### config.mk
export PLATFORM = sky130hd
export DESIGN_NAME = turn_sequencer
export DESIGN_NICKNAME = d
export VERILOG_FILES = /design/src/rtl/turn_pkg.sv /design/src/rtl/next_player_finder.sv /design/src/rtl/turn_sequencer.sv
export SDC_FILE = /design/constraint.sdc
export NUM_CORES = 1
export LEC_CHECK = 0
export CORE_MARGIN = 2
export CORE_UTILIZATION = 47
export CTS_CLUSTER_SIZE = 8
export DETAILED_ROUTE_END_ITERATION = 12
export PLACE_DENSITY_LB_ADDON = 0.25
export SKIP_CTS_REPAIR_TIMING = 1
export SLEW_MARGIN = 15
export SYNTH_ARGS = -nofsm -noshare
export SYNTH_HDL_FRONTEND = slang
export SYNTH_SLANG_ARGS = --single-unit
### constraint.sdc
create_clock -name clk -period 1.8 [get_ports clk]
set_input_delay 0.36 -clock clk [delete_from_list [all_inputs] [get_ports clk]]
set_output_delay 0.36 -clock clk [all_outputs]
set_load 0.02 [all_outputs]
### src/rtl/turn_pkg.sv
// Shared constants and width helper for the turn sequencer.
package turn_pkg;
  localparam int MAX_PLAYERS = 8;
  localparam int TURN_CNT_W  = 8;

  // Player index width, never narrower than one bit.
  function automatic int pw(input int n);
    return ($clog2(n) < 1) ? 1 : $clog2(n);
  endfunction
endpackage

### src/rtl/next_player_finder.sv
// Rotate-priority encoder: nearest active player above the current one, cyclic.
module next_player_finder
  import turn_pkg::*;
#(
  parameter int N  = 2,
  parameter int PW = pw(N)
) (
  input  logic [N-1:0]  cur,
  input  logic [N-1:0]  mask,
  output logic [N-1:0]  nxt,
  output logic [PW-1:0] nxt_idx
);

  always_comb begin
    int cur_idx;
    int j;
    cur_idx = 0;
    j       = 0;
    for (int i = 0; i < N; i++)
      if (cur[i]) cur_idx = i;
    nxt     = cur;
    nxt_idx = PW'(cur_idx);
    // Walk farthest to nearest so the closest active candidate is the last write.
    for (int k = N - 1; k >= 1; k--) begin
      j = cur_idx + k;
      if (j >= N) j = j - N;
      if (mask[j]) begin
        nxt     = '0;
        nxt[j]  = 1'b1;
        nxt_idx = PW'(j);
      end
    end
  end

endmodule

### src/rtl/turn_sequencer.sv
// Round-robin turn sequencer over active players.
// Optional per-turn timeout enabled by defining TURN_TIMEOUT_EN.
module turn_sequencer
  import turn_pkg::*;
#(
  parameter int NUM_PLAYERS    = 2,
  parameter int TIMEOUT_CYCLES = 50000000
) (
  input  logic                          clk,
  input  logic                          reset,
  input  logic                          enable,
  input  logic                          new_game,
  input  logic [pw(NUM_PLAYERS)-1:0]    first_player,
  input  logic [NUM_PLAYERS-1:0]        active_mask,
  output logic [NUM_PLAYERS-1:0]        q,
  output logic [pw(NUM_PLAYERS)-1:0]    player_idx,
  output logic [TURN_CNT_W-1:0]         turn_count,
  output logic                          timed_out
);

  localparam int PW = pw(NUM_PLAYERS);

  logic [NUM_PLAYERS-1:0] nxt, start_q;
  logic [PW-1:0]          nxt_idx, start_idx;
  logic                   any_active, cur_off, expired, advance;

  next_player_finder #(.N(NUM_PLAYERS), .PW(PW)) u_finder (
    .cur     (q),
    .mask    (active_mask),
    .nxt     (nxt),
    .nxt_idx (nxt_idx)
  );

  always_comb begin
    start_idx = (int'(first_player) < NUM_PLAYERS) ? first_player : '0;
    start_q   = '0;
    start_q[start_idx] = 1'b1;
  end

  assign any_active = |active_mask;
  assign cur_off    = ~|(q & active_mask);
  assign advance    = any_active & (enable | cur_off | expired);

  always_ff @(posedge clk or posedge reset) begin
    if (reset) begin
      q          <= NUM_PLAYERS'(1);
      player_idx <= '0;
      turn_count <= '0;
    end else if (new_game) begin
      q          <= start_q;
      player_idx <= start_idx;
      turn_count <= '0;
    end else if (advance) begin
      q          <= nxt;
      player_idx <= nxt_idx;
      // A skip of a dropped player is not a completed turn.
      if (enable || !cur_off) turn_count <= turn_count + 1'b1;
    end
  end

`ifdef TURN_TIMEOUT_EN
  localparam int TW = ($clog2(TIMEOUT_CYCLES) < 1) ? 1 : $clog2(TIMEOUT_CYCLES);
  logic [TW-1:0] timer;

  assign expired = (timer == TW'(TIMEOUT_CYCLES - 1));

  always_ff @(posedge clk or posedge reset) begin
    if (reset) begin
      timer     <= '0;
      timed_out <= 1'b0;
    end else begin
      timed_out <= !new_game && any_active && !enable && !cur_off && expired;
      if (new_game || advance) timer <= '0;
      else if (any_active)     timer <= timer + 1'b1;
    end
  end
`else
  assign expired   = 1'b0;
  // Constant zero; the parameter only matters when the timer is built.
  assign timed_out = (TIMEOUT_CYCLES < 0);
`endif

endmodule

### Word level (Yosys, flattened, before mapping)

Cells that the tools add are included.

| operators by class | value |
|---|---|
| add/sub/neg operators | 3 |
| $mul | 0 |
| div/mod/pow operators | 0 |
| $lt $le $gt $ge | 5 |
| equality and inequality tests | 0 |
| shift operators | 0 |
| multiplexer cells | 18 |
| bitwise operators | 3 |
| reductions and logical operators | 11 |

Operators with widths:

| cell | number |
|---|---|
| 32-bit by 1-bit >= comparator with 1-bit output, second input constant | 1 |
| 32-bit by 3-bit >= comparator with 1-bit output, second input constant | 1 |
| 32-bit by 3-bit < comparator with 1-bit output, second input constant | 1 |
| 32-bit 2-to-1 mux | 1 |
| 32-bit by 3-bit subtractor with 32-bit output, second input constant | 1 |
| 8-bit 2-to-1 mux | 3 |
| 1-bit 2-to-1 mux | 9 |
| 8-bit by 1-bit adder with 8-bit output, second input constant | 1 |
| 2-bit 2-to-1 mux | 3 |
| 2-bit nonzero test | 3 |
| 2-bit AND reduction | 2 |
| 2-bit OR reduction | 2 |
| 1-bit by 1-bit adder with 2-bit output, second input constant | 1 |
| 2-bit AND | 1 |
| 1-bit demux with 1-bit select | 2 |
| 1-bit logical AND | 2 |
| 1-bit by 2-bit < comparator with 1-bit output, second input constant | 1 |
| 1-bit AND | 1 |
| 1-bit >= comparator, second input constant | 1 |
| 1-bit zero test | 1 |
| 1-bit logical OR | 1 |
| 1-bit bitwise OR | 1 |

| word-level totals | value |
|---|---|
| register bits after elaboration | 11 |
| latch bits | 0 |
| bits in writable memories | 0 |
| ROM bits | 0 |
| input port bits | 7 |
| output and inout port bits | 12 |
| logic and storage cells | 43 |
| memories | 0 |

### Longest topological paths before layout

| depth | value |
|---|---|
| word-level depth | 11 |
| gate-level depth with buffers | 5 |
| depth with buffers taken out | 5 |

### By module

From an unflattened synthesis, not the netlist that was laid out.

| unflattened totals | value |
|---|---|
| cell total of the unflattened synthesis | 73 |
| area, all modules | 704.4 um2 |

By module, submodules not included:

| module | instances | cells an instance | area each (um2) |
|---|---|---|---|
| turn_sequencer | 1 | 67 | 674.4 |
| next_player_finder | 1 | 6 | 30.0 |

### Worst setup path before layout

OpenSTA, ideal clock, no wires.

| timing | value |
|---|---|
| path type | reg-to-reg |
| from | reg q[1] |
| to | reg player_idx |
| arrival time | 1252 ps |
| data required time | 1735 ps |
| setup slack | 484 ps |
| stages on the path, launching flop included | 5 |
| clock period less this slack | 1316 ps |
| cells stage by stage | dfrtp_1 -> nand2b_1 -> o2bb2ai_1 -> a2111oi_1 -> a21o_1 |

| on the way | value |
|---|---|
| longest elaborated chain between the ends | 10 |
| elaborated cells on any way between the ends | 17 |

Ends and longest elaborated chain:

| what | RTL line | RTL |
|---|---|---|
| start, declared | turn_sequencer.sv:15 | `output logic [NUM_PLAYERS-1:0] q,` |
| start signal, assigned | turn_sequencer.sv:50 | `q <= start_q;` |
| start signal, assigned | turn_sequencer.sv:54 | `q <= nxt;` |
| 1-bit 2-to-1 mux | next_player_finder.sv:20 | `if (cur[i]) cur_idx = i;` |
| 1-bit by 1-bit adder with 2-bit output | next_player_finder.sv:25 | `j = cur_idx + k;` |
| 32-bit by 3-bit subtractor with 32-bit output / 32-bit by 3-bit >= comparator with 1-bit output (equally long branches) | next_player_finder.sv:26 | `if (j >= N) j = j - N;` |
| 32-bit 2-to-1 mux | next_player_finder.sv:26 |  |
| 1-bit 2-to-1 mux (implied by the code) (3 in a row) | next_player_finder.sv:27 | `if (mask[j]) begin` |
| 1-bit 2-to-1 mux | next_player_finder.sv:27 |  |
| 1-bit 2-to-1 mux | turn_sequencer.sv:53 | `end else if (advance) begin` |
| 1-bit 2-to-1 mux | turn_sequencer.sv:49 | `end else if (new_game) begin` |
| end signal, assigned | turn_sequencer.sv:51 | `player_idx <= start_idx;` |
| end signal, assigned | turn_sequencer.sv:55 | `player_idx <= nxt_idx;` |
| end, declared | turn_sequencer.sv:16 | `output logic [pw(NUM_PLAYERS)-1:0] player_idx,` |

Several ways; a longest one is shown, not always the timed one. The select of a mux whose other input is x is not followed.
A chain may end at the register's enable or synchronous reset.

### Final worst setup path

| timing | value |
|---|---|
| from | reg q[1] |
| to | out q[1] |

No word-level cell between the ends.

==> results.txt <==
Clock Skews = 0.005511 ns
Vias in the first global route = 468
Inserted Clock Buffers = 3
Post-DP HPWL = 996.5 um
Post-Synth Simple-Gate Area = 0.1944
DIE HEIGHT = 40.45 um
Final Wtd Congestion = 0.7547
Period utilization = 0.9577
PD cells = 675.9 mW/mm^2
DR vias/cell = 5.291
CP Class = flip-flop to output pin
Worst EP required = 1.44 ns
Critical-path top delay cell = clkdlybuf4s50_1
Fin worst setup slack = 0.07614 ns
R2R Path Start = q[1]
Row count = 13
Grt total ovfl = 0
N_diodes = 0
Crit path buf inv count = 1
RSZ-0062 raised after global routing = false
Most common cell after layout, fill and taps aside = clkdlybuf4s50_1
Initial antenna violation count = 0
Top post-synthesis cells by area = dfrtp_1, xnor2_1, a21oi_1, dfstp_2, nand2_1
CTS tree = done
I/O Buffers = 17
Worst path max stage delay = 0.64 ns
Area share of the largest cell type after synthesis = 0.4008
CTS max path bufs = 2
Async SR Flop Fraction = 1.000
Pin count of the biggest net entering global routing = 12
Biggest area consumer among synthesized cells = dfrtp_1
Avg Inst Size Synth = 9.319 sq um
CTS Root Cell = clkbuf_4
DP Worst Slack = 0.01457 ns
Worst-Skew Late Latency = 0.27 ns
WP data arrival = 1.36 ns
Routed Antenna Nets = 0
Static Leakage = 0.3463 nW
Register area share after synthesis = 0.4429
Final hold viol count = 0
Yosys cell types = 30
Detailed-route via count = 545
Top Ports = 19
H-Tree Depth = 1
Max_cap viols = 0
Final wirelength = 1350 um
Worst-path fanout max = 7
Hold/Removal Path Class = primary input to async pin
CTS Sinks = 11
Die X = 40.45 um
Xor/xnor share of the synthesized area = 0.08417
Crit path time final = 1.724 ns
Max VDD drop = 0.5095 mV
Net Count, Synth = 75
Post-synthesis adder-cell area fraction = 0.02004
Most frequent cells in the layout = clkdlybuf4s50_1, dfrtp_1, nor2_1, nand2_1, a21oi_1
DR iter-0 viols = 12
Most used DFF post-synth = dfrtp_1
Global-route wire length before repair = 2139 um
Placed cell count = 99
Final total power = 0.5691 mW
CP delay by family, top = buffers and inverters
Setup TNS Final = 0 ns
Mux cell area share after synthesis = 0
Final setup viols = 0
Non-filler instance count after layout = 103
Cell Chain, Critical Path = clkdlybuf4s50_1
Layout cells sized above 1 = 0.1250
Reg-to-reg endpoint = player_idx
R2r setup slk = 0.48 ns
Synth Cell Area = 624.3 sq um
Startpoint types = flip-flop
Core Box Area = 0.001269 sq mm
Post-synthesis register bit count = 11
Compound-Gate Fraction of Synth Area = 0.1864
Avg WL per Cell = 13.11 um
Post-synth EDFFs = 0
Initial core utilization = 0.4921
WHS = 0.3773 ns
Setup crit end kind = output pin
Syn Inst Count = 67
Die area = 0.001636 sq mm
First-pass DRT Iterations = 4
Largest family of logic cells by synthesized area = simple AND/OR/NAND/NOR gates
R2R cell count = 4
Gr usage total = 0.2139
CTS clk-pin slew, worst paths = 0.07 ns
Max Freq = 580.1 MHz
Synth warn = 0
Slew Viols, Final = 0
Post-route DRC = 0
Status = completed
Final net count = 97
Synth-to-Final Area Change = 34.87%
==> sequential cells by signal, summed over array words and instances, names as in the netlist <==
signal and cells:
turn_count 8, q 2, player_idx 1
==> synth_stat cells (2+ instances only) <==
library cell   n
dfrtp_1       10
a21oi_1        6
nand2_1        6
nor2_1         6
nor3_1         4
xnor2_1        4
inv_1          3
a21o_1         2
buf_4          2
nand3_1        2
o21ai_0        2
xor2_1         2
==> per-layer routing <==
metal	vias up	track usage	wire, um
met5	-	0	0
met4	0	0.1917	42
met3	6	0.06111	59
met2	15	0.3135	661
met1	254	0.2491	587
li1	270	-	-
==> power by group <==
part / internal, mW / switching, mW
clock network: 0.0859 / 0.0863
logic: 0.0600 / 0.0603
registers: 0.261 / 0.0160
total: 0.407 / 0.163
==> stage by stage <==
| step | util | instance area [sq um] |
|---|---|---|
| finish | 0.6637 | 842.1 |
| global route | 0.6637 | 842.1 |
| CTS | 0.6617 | 839.6 |
| detailed placement | 0.6410 | 813.3 |
| global placement | 0.6410 | 813.3 |
| floorplan | - | 624.3 |
==> cells by family (layout without fill, tap and decap cells) <==
family	Yosys count	count (layout)
fa+ha+maj	1	1
simple gates	24	24
flops	11	11
other cells	1	1
xor+xnor	6	6
compound gates	17	17
buf+inv	7	28
==> worst register-to-register path: stages, from the launching register on <==
cell and delay [ns]:
dfrtp_1 0.45, nand2b_1 0.18, o2bb2ai_1 0.12, a2111oi_1 0.41, a21o_1 0.12
==> cell type report <==
type	count	area [sq um]
fillers	113	426.7
multi-input cells	49	306.5
flip-flops and latches	11	276.5
repair buffers	21	202.7
clock buffers	4	26.28
well taps	15	18.77
inverters	3	11.26
==> worst max path at each step <==
stage,from,to,cells after the start
after CTS,q[0],q[0],1
after global placement,active_mask[1],player_idx,5
after floorplan,q[1],player_idx,4
after detailed placement,active_mask[1],player_idx,5
after global routing,q[1],q[1],1
final,q[1],q[1],1
Note: power is estimated with default switching activity, not from simulation.
